--- config.mk ---
export PLATFORM = sky130hd
export DESIGN_NAME = pipelined_cla_adder
export DESIGN_NICKNAME = d
export VERILOG_FILES = /design/src/rtl/cla_pkg.sv /design/src/rtl/pipelined_cla_adder_group4.sv /design/src/rtl/pipelined_cla_adder.sv
export SDC_FILE = /design/constraint.sdc
export NUM_CORES = 1
export LEC_CHECK = 0
export CAP_MARGIN = 25
export CORE_ASPECT_RATIO = 0.9
export CORE_MARGIN = 8
export CORE_UTILIZATION = 45
export CTS_BUF_LIST = sky130_fd_sc_hd__clkbuf_4 sky130_fd_sc_hd__clkbuf_8
export DETAILED_ROUTE_END_ITERATION = 10
export GPL_ROUTABILITY_DRIVEN = 0
export MAX_ROUTING_LAYER = met4
export PLACE_DENSITY = 0.73
export SLEW_MARGIN = 25
export SYNTH_ARGS = -nofsm -noshare
export SYNTH_HDL_FRONTEND = slang
export SYNTH_SLANG_ARGS = --single-unit
--- constraint.sdc ---
create_clock -name clk -period 2.75 [get_ports clk]
set_input_delay 0.55 -clock clk [delete_from_list [all_inputs] [get_ports clk]]
set_output_delay 0.55 -clock clk [all_outputs]
set_load 0.02 [all_outputs]
--- src/rtl/cla_pkg.sv ---
// -----------------------------------------------------------------------------
// cla_pkg
// Shared definitions for the pipelined carry-lookahead adder:
//   GROUP_W   bits handled by one lookahead group (and one pipeline stage)
//   MAX_W     widest supported operand width
//   stage_t   per-stage pipeline record {valid, carry, partial sum of group}
//   sat_max / sat_min   signed saturation limits for a given width
// -----------------------------------------------------------------------------
package cla_pkg;

    localparam int GROUP_W = 4;
    localparam int MAX_W   = 64;

    // The group sum produced by a stage rides with its carry and valid bit;
    // the next stage folds it into the deskewed result vector.
    typedef struct packed {
        logic               valid;
        logic               carry;
        logic [GROUP_W-1:0] psum;
    } stage_t;

    // Largest positive two's-complement value of the given width.
    function automatic logic [MAX_W-1:0] sat_max(input int width);
        return (MAX_W'(1) << (width - 1)) - MAX_W'(1);
    endfunction

    // Most negative two's-complement value of the given width.
    function automatic logic [MAX_W-1:0] sat_min(input int width);
        return MAX_W'(1) << (width - 1);
    endfunction

endpackage

--- src/rtl/pipelined_cla_adder_group4.sv ---
// -----------------------------------------------------------------------------
// cla_group4
// Purely combinational 4-bit carry-lookahead group.
// Ports:
//   a, b    4-bit operands (b already inverted for subtraction)
//   ci      carry into bit 0
//   s       4-bit sum
//   co      carry out of bit 3
//   msb_ci  carry into bit 3, used for signed overflow in the top group
// -----------------------------------------------------------------------------
module cla_group4
    import cla_pkg::*;
(
    input  logic [GROUP_W-1:0] a,
    input  logic [GROUP_W-1:0] b,
    input  logic               ci,
    output logic [GROUP_W-1:0] s,
    output logic               co,
    output logic               msb_ci
);

    logic [GROUP_W-1:0] p;
    logic [GROUP_W-1:0] g;
    logic               c1, c2, c3, c4;

    assign p = a ^ b;
    assign g = a & b;

    // Every carry is a flat sum-of-products of generate/propagate terms, so no
    // carry depends on another carry inside the group.
    assign c1 = g[0] | (p[0] & ci);
    assign c2 = g[1] | (p[1] & g[0]) | (p[1] & p[0] & ci);
    assign c3 = g[2] | (p[2] & g[1]) | (p[2] & p[1] & g[0])
              | (p[2] & p[1] & p[0] & ci);
    assign c4 = g[3] | (p[3] & g[2]) | (p[3] & p[2] & g[1])
              | (p[3] & p[2] & p[1] & g[0]) | (p[3] & p[2] & p[1] & p[0] & ci);

    assign s      = p ^ {c3, c2, c1, ci};
    assign co     = c4;
    assign msb_ci = c3;

endmodule

--- src/rtl/pipelined_cla_adder.sv ---
// -----------------------------------------------------------------------------
// pipelined_cla_adder
// Pipelined carry-lookahead adder/subtractor. One 4-bit lookahead group is
// evaluated per stage, so the result appears WIDTH/4 cycles after accept, with
// one new operation accepted per cycle. Higher operand groups travel down
// skew registers; finished low result groups travel down deskew registers.
//
// Ports:
//   clk, rst_n            clock, asynchronous active-low reset
//   in_valid / in_ready   operand handshake (a, b, cin, sub)
//   sub                   0: a+b+cin   1: a-b (cin ignored)
//   out_valid / out_ready result handshake (sum, cout, ovf, zero)
//   cout                  carry out of MSB (for subtract, 1 = no borrow)
//   ovf                   two's-complement overflow
//   zero                  sum == 0
//
// Build option: define CLA_SATURATE_EN to clamp sum to the signed limit when
// ovf is set (the clamp sits in the last stage, latency unchanged).
// -----------------------------------------------------------------------------
module pipelined_cla_adder
    import cla_pkg::*;
#(
    parameter int WIDTH = 16,
    parameter int GROUP = 4
) (
    input  logic             clk,
    input  logic             rst_n,
    input  logic             in_valid,
    output logic             in_ready,
    input  logic [WIDTH-1:0] a,
    input  logic [WIDTH-1:0] b,
    input  logic             cin,
    input  logic             sub,
    output logic             out_valid,
    input  logic             out_ready,
    output logic [WIDTH-1:0] sum,
    output logic             cout,
    output logic             ovf,
    output logic             zero
);

    localparam int STAGES = WIDTH / GROUP_W;
    // Intermediate stage registers; the last stage feeds the output registers.
    localparam int PIPE_N = (STAGES > 1) ? STAGES - 1 : 1;

    if (GROUP != GROUP_W || (WIDTH % GROUP) != 0 || WIDTH < 4 || WIDTH > MAX_W) begin : g_bad_cfg
        $error("pipelined_cla_adder: WIDTH must be a multiple of 4 in 4..64 and GROUP must be 4");
    end

`ifdef CLA_SATURATE_EN
    localparam logic [WIDTH-1:0] SAT_MAX = WIDTH'(sat_max(WIDTH));
    localparam logic [WIDTH-1:0] SAT_MIN = WIDTH'(sat_min(WIDTH));
`endif

    // Intermediate pipeline state (stage k output, k = 0..STAGES-2).
    stage_t           st_q  [PIPE_N];
    logic [WIDTH-1:0] a_q   [PIPE_N];  // skew: operand A
    logic [WIDTH-1:0] b_q   [PIPE_N];  // skew: effective operand B
    logic [WIDTH-1:0] acc_q [PIPE_N];  // deskew: groups 0..k-1 of the result

    // Output registers, written by the last stage.
    logic             out_valid_q, out_valid_d;
    logic [WIDTH-1:0] sum_q, sum_d;
    logic             cout_q, cout_d;
    logic             ovf_q, ovf_d;
    logic             zero_q, zero_d;

    logic advance;

    // Global stall: every register advances together or holds together.
    assign in_ready = !out_valid_q || out_ready;
    assign advance  = in_ready;

    for (genvar k = 0; k < STAGES; k++) begin : g_stage
        logic             s_valid;
        logic             s_carry;
        logic [WIDTH-1:0] s_a;
        logic [WIDTH-1:0] s_b;
        logic [WIDTH-1:0] s_acc;
        logic [GROUP_W-1:0] grp_s;
        logic             grp_co;
        logic             grp_mci;

        if (k == 0) begin : g_in
            // Operand prep: subtraction is a + ~b + 1.
            always_comb begin
                s_valid = in_valid;
                s_carry = sub ? 1'b1 : cin;
                s_a     = a;
                s_b     = sub ? ~b : b;
                s_acc   = '0;
            end
        end else begin : g_in
            always_comb begin
                s_valid = st_q[k-1].valid;
                s_carry = st_q[k-1].carry;
                s_a     = a_q[k-1];
                s_b     = b_q[k-1];
                s_acc   = acc_q[k-1] | (WIDTH'(st_q[k-1].psum) << (GROUP_W * (k - 1)));
            end
        end

        cla_group4 u_group (
            .a      (s_a[GROUP_W*k +: GROUP_W]),
            .b      (s_b[GROUP_W*k +: GROUP_W]),
            .ci     (s_carry),
            .s      (grp_s),
            .co     (grp_co),
            .msb_ci (grp_mci)
        );

        if (k < STAGES - 1) begin : g_mid
            stage_t           st_d;
            logic [WIDTH-1:0] a_d, b_d, acc_d;

            always_comb begin
                st_d.valid = s_valid;
                st_d.carry = grp_co;
                st_d.psum  = grp_s;
                a_d        = s_a;
                b_d        = s_b;
                acc_d      = s_acc;
            end

            // NOTE: every pipeline register is reset, so a reset mid-flight
            // discards all operations and nothing stale can reach the output.
            always_ff @(posedge clk or negedge rst_n) begin
                if (!rst_n) begin
                    st_q[k]  <= '0;
                    a_q[k]   <= '0;
                    b_q[k]   <= '0;
                    acc_q[k] <= '0;
                end else if (advance) begin
                    st_q[k]  <= st_d;
                    a_q[k]   <= a_d;
                    b_q[k]   <= b_d;
                    acc_q[k] <= acc_d;
                end
            end
        end else begin : g_last
            logic [WIDTH-1:0] full_sum;

            // NOTE: every variable is assigned on every path through this
            // block, so no latch is inferred.
            always_comb begin
                full_sum    = s_acc | (WIDTH'(grp_s) << (GROUP_W * k));
                out_valid_d = s_valid;
                cout_d      = grp_co;
                // Signed overflow: carry into MSB differs from carry out.
                ovf_d       = grp_mci ^ grp_co;
`ifdef CLA_SATURATE_EN
                // The sign of a picks the limit: a positive operand can only
                // overflow upward, a negative one only downward.
                sum_d       = ovf_d ? (s_a[WIDTH-1] ? SAT_MIN : SAT_MAX) : full_sum;
`else
                sum_d       = full_sum;
`endif
                zero_d      = ~|sum_d;
            end
        end
    end

    // NOTE: non-blocking assignments here so every flop samples pre-edge
    // values regardless of block evaluation order.
    always_ff @(posedge clk or negedge rst_n) begin
        if (!rst_n) begin
            out_valid_q <= 1'b0;
            sum_q       <= '0;
            cout_q      <= 1'b0;
            ovf_q       <= 1'b0;
            zero_q      <= 1'b0;
        end else if (advance) begin
            out_valid_q <= out_valid_d;
            sum_q       <= sum_d;
            cout_q      <= cout_d;
            ovf_q       <= ovf_d;
            zero_q      <= zero_d;
        end
    end

    assign out_valid = out_valid_q;
    assign sum       = sum_q;
    assign cout      = cout_q;
    assign ovf       = ovf_q;
    assign zero      = zero_q;

endmodule

# Word level (Yosys, flattened, before mapping)
# Cells that the tools add are included.
# totals
wordCells	149
regBits	154
output_inout_bits	21
# op_classes
bitwise_logic	121
n_mux	2
reduce_logical	4
# op_table
cell	count
$and 1x1->1	64
$or 1x1->1	40
$xor 4x4->4	8
$and 4x4->4	4
$mux 16	1
$not 16->16	1
$or 16x12->16	1
$or 16x16->16	1
$reduce_or 16->1	1
$or 4x8->8	1
$logic_not 1->1	2
$logic_or 1x1->1	1
$mux 1	1
$xor 1x1->1	1

# Depth between registers and ports, before layout
# logic_depth
word_depth	9
mapped_depth	9
mapped_depth_nobuf	7

# Hierarchy
# From an unflattened synthesis, not the netlist that was laid out.
# hier_totals
hier_cells	316
area_unflattened_um2	4635.7
# by_module_without_submodules
mod	instances	area_per_inst_um2	cells_each
pipelined_cla_adder	1	4030.1	248
cla_group4 at g_stage[0].u_group ...	3	155.1	18
cla_group4 at g_stage[3].u_group	1	140.1	14

# Worst setup path before layout
# OpenSTA, ideal clock, no wires.
# synth_timing
kind	input port to flip-flop
from	in sub
to	reg st_q (netlist bit g_stage[1].s_carry)
stages	9
slack_ps	554
arrival_ps	2072
path_buffers	2
cell_sequence	buf_6 > buf_2 > xor2_1 > ha_1 > o21a_1 > o21ai_2 > a21boi_2 > o21a_1 > o31a_1
# synth_via
elab_chain_cells	7
elab_cells_between_ends	15
classes_between	mux (2); bitwise (13)
# synth_rtl
element	line	rtl
start: declaration	pipelined_cla_adder.sv:33	input logic sub,
$mux 16	pipelined_cla_adder.sv:90	s_b = sub ? ~b : b;
$xor 4x4->4 or $and 4x4->4 (tied branches)	pipelined_cla_adder_group4.sv:26, pipelined_cla_adder_group4.sv:27	
$and 1x1->1, on equally long branches	pipelined_cla_adder_group4.sv:35, pipelined_cla_adder_group4.sv:36	
$or 1x1->1 (tied with other cells)	pipelined_cla_adder_group4.sv:35	assign c4 = g[3] | (p[3] & g[2]) | (p[3] & p[2] & g[1])
$or 1x1->1 or $and 1x1->1 (tied branches)	pipelined_cla_adder_group4.sv:35, pipelined_cla_adder_group4.sv:36	
$or 1x1->1 or $and 1x1->1 (tied branches)	pipelined_cla_adder_group4.sv:36	| (p[3] & p[2] & p[1] & g[0]) | (p[3] & p[2] & p[1] & p[0] & ci);
$or 1x1->1 (*)	pipelined_cla_adder_group4.sv:36	
end signal: indexed assignment	pipelined_cla_adder.sv:134	st_q[k] <= st_d;
end: declaration	pipelined_cla_adder.sv:56	stage_t st_q [PIPE_N];
# Every way passes the cells marked *; elsewhere a longest branch is shown, timed or not.
# A chain may end at the register's enable or synchronous reset.

# Final worst setup path
# layout_timing
from	in out_ready
to	out in_ready
# layout_via
elab_chain_cells	1
# layout_rtl
element	line	rtl
start: declaration	pipelined_cla_adder.sv:35	input logic out_ready,
$logic_or 1x1->1	pipelined_cla_adder.sv:71	assign in_ready = !out_valid_q || out_ready;
end: declaration	pipelined_cla_adder.sv:29	output logic in_ready,
# Every way passes these cells.

==> results_dict.tcl <==
set metrics [dict create \
    finClkSkew_ps 5.02 \
    power_mw 5.86 \
    fillers 877 \
    cts.sinks 98 \
    synth_area_um2 4330 \
    grt_pass1_vias 3033 \
    antenna_left 0 \
    cp.arrival_ps 1800 \
    ir_worst_vdd_mv 0.438 \
    path_buf_inv 3 \
    dr.pass1.iters 4 \
    drt_wl_total_um 7870 \
    synth_edf_count 0 \
    dp_hpwl_um 5400 \
    slowest_stage "clkdlybuf4s50_1" \
    ys_top_cells_by_count "nand2_1, dfrtp_1, o21ai_0" \
    worstPathCellList "clkdlybuf4s50_1 > nor2b_4 > inv_2 > clkdlybuf4s50_1" \
    holdWs_ps 212 \
    final_cells 644 \
    period_share_pct 85.4 \
    postCtsSetupBuffers 0 \
    p_seq_share_pct 41.9 \
    drtIter0Drc 108 \
    crit_path_frequent_cell "clkdlybuf4s50_1" \
    crit_fanout 2 \
    ys_seq_area_share_pct 56.7 \
    cts.reportedPaths.clkPinSlew_ps 90 \
    wl_per_cell_um 12.2 \
    power_leakage_nw 2.56 \
    crit_family "buffers and inverters" \
    drive_gt1_share_pct 5.21 \
    layout.nets 571 \
    synth_fp_nets 521 \
    maxCapViolCount 0 \
    drv_slew 0 \
    io_buffers 58 \
    synth_area_leaders "dfrtp_1, nand2_1, ha_1" \
    num_rows 34 \
    initial_core_util_pct 45.4 \
    antenna_found_initial 0 \
    yosysTopAreaCell "dfrtp_1" \
    comb_power_share_pct 38.1 \
    synthArstFlopShare_pct 100 \
    fmax_mhz 426 \
    worst_slew_pin_slew_ps 781 \
    cts.htree.levels 3 \
    cp-start-kind "primary input" \
    tns_ps 0 \
    synth_cell_types 31 \
    max_stage_delay_ps 600 \
    status "completed" \
    p_per_area_nw_per_um2 1110 \
    cts_tree "done" \
    fp.dieH_um 109 \
    clkLatencyLatePin_ps 350 \
    synth_ff_type "dfrtp_1" \
    coreArea_um2 9530 \
    cts_buffers 9 \
    cts_hold_buf 0 \
    ys_ff_latch 98 \
    design.die.area_um2 13000 \
    num_io_pins 59 \
    clockPowerShare_pct 20.0 \
    period_minus_slack_ps 2350 \
    rsz0062_at_grt "no" \
    setup_viol 0 \
    yosys_warnings 0 \
    hold_violations 0 \
    antenna_cells 0 \
    grt_pass1_wl_um 13600 \
    viasPerCell 4.64 \
    hold_path_class "in2async" \
    syn_inst 463 \
    die_w_um 119 \
    yosysTopAreaCellShare_pct 56.7 \
    routed-via-count 2986 \
    clockBufferDepth 2 \
    relSlewSlack_pct 48.0 \
    area_delta_synth_final_pct 22.0 \
    clock-root-buffer "clkbuf_8" \
    cp-end-kind "output port" \
    fin_util_pct 55.4 \
    grt_max_degree 113 \
    dp_cells 628 \
    worstSetupPathType "in2out" \
    required_ps 2200 \
    grt_use_total_pct 13.1 \
    drc 0 \
    power_switching_mw 2.09 \
    swShare_pct 35.7 \
    avgSynthCellArea_um2 9.34 \
    power.internal_mw 3.77 \
    grt_overflow 0 \
    synth.most_common_cell "nand2_1" \
    postCtsResizedCells 0 \
]
==> final cells by class <==
class | instances | area (um^2) | area share [%]
Tap cell | 126 | 158 | 2.99
Sequential cell | 98 | 2450 | 46.5
Clock inverter | 7 | 141 | 2.68
Timing Repair Buffer | 62 | 633 | 12.0
Multi-Input combinational cell | 332 | 1730 | 32.8
Inverter | 10 | 37.5 | 0.712
Clock buffer | 9 | 124 | 2.35
==> worst paths after layout <==
path,slack [ps],from,cells after the start,end
max in group asynchronous,2120,rst_n,2,acc_q[5]$_DFFE_PN0P_
min reg2reg,470,sum[0]$_DFFE_PN0P_,2,sum[0]$_DFFE_PN0P_
max reg2reg,840,g_stage[3].s_b[12]$_DFFE_PN0P_,7,zero$_DFFE_PN0P_
min in group clk,470,sum[0]$_DFFE_PN0P_,2,sum[0]$_DFFE_PN0P_
max,400,out_ready,4,in_ready
min,210,rst_n,2,sum[7]$_DFFE_PN0P_
==> worst register-to-register path: stages, from the launching register on <==
cell	delay, ps
dfrtp_1	370
inv_1	80
fa_1	570
nor4b_1	230
nand2_1	90
nor4_1	190
nand4_1	140
o21ai_0	160
==> cells in the final DEF, fill, tap and decap left out, types with 2 or more instances in the layout <==
master           instances
nand2_1                216
dfrtp_1                 98
clkdlybuf4s50_1         57
o21ai_0                 22
xnor2_1                 20
ha_1                    16
a21oi_1                 11
nor2_1                  10
inv_1                    9
clkbuf_8                 9
xor2_1                   6
fa_1                     4
bufinv_16                4
a21o_1                   3
nand2b_1                 3
buf_4                    3
o21a_1                   2
o31ai_1                  2
nor3_1                   2
o21bai_1                 2
nor4_1                   2
buf_12                   2
==> routing by layer <==
| metal | vias up | GRT usage (%) | share of wire (%) |
|---|---|---|---|
| met2 | 56 | 20.7 | 44 |
| met4 | 0 | 5.25 | 1.6 |
| met3 | 10 | 2.80 | 3.6 |
| li1 | 1552 | - | - |
| met5 | - | - | 0 |
| met1 | 1368 | 16.1 | 51 |
==> power groups by stage <==
stage	Clock [mW]	Combinational, mW	Sequential (mW)
global placement	0	2.18	2.46
floorplan	0	1.39	2.56
CTS	1.20	2.27	2.46
finish	1.17	2.23	2.45
global route	1.25	2.51	2.54
detailed placement	0	2.25	2.49
==> kinds of logic (layout without fill, tap and decap cells) <==
| kind of cell | count (synthesis) | count (layout) | share of synthesized area, % |
|---|---|---|---|
| DFF | 98 | 98 | 56.7 |
| muxes | 1 | 1 | 0.260 |
| xor gates and xnor gates | 26 | 26 | 5.26 |
| AOI/OAI and AO/OA | 48 | 48 | 6.60 |
| and+or+nand+nor | 237 | 237 | 21.2 |
| buffers and inverters | 33 | 88 | 3.50 |
| adders and majority gates | 20 | 20 | 6.48 |
==> per-stage QoR <==
step                      worst slack, ps  cell area [um^2]
final                                 402              5280
after global routing                  367              5280
after CTS                             388              5280
after detailed placement              233              5010
after global placement                306              5010
after floorplan                       554              4330
==> registers in the layout (all words and copies together), names as in the netlist <==
register / count
cout: 1
out_valid: 1
g_stage.s_carry: 3
g_stage.s_b: 4
g_stage.s_valid: 3
ovf: 1
st_q: 12
g_stage.s_a: 4
acc_q: 12
g_stage.g_mid.b_d: 20
zero: 1
sum: 16
g_stage.g_mid.a_d: 20
No activity file was read; power rests on OpenSTA's default activity.
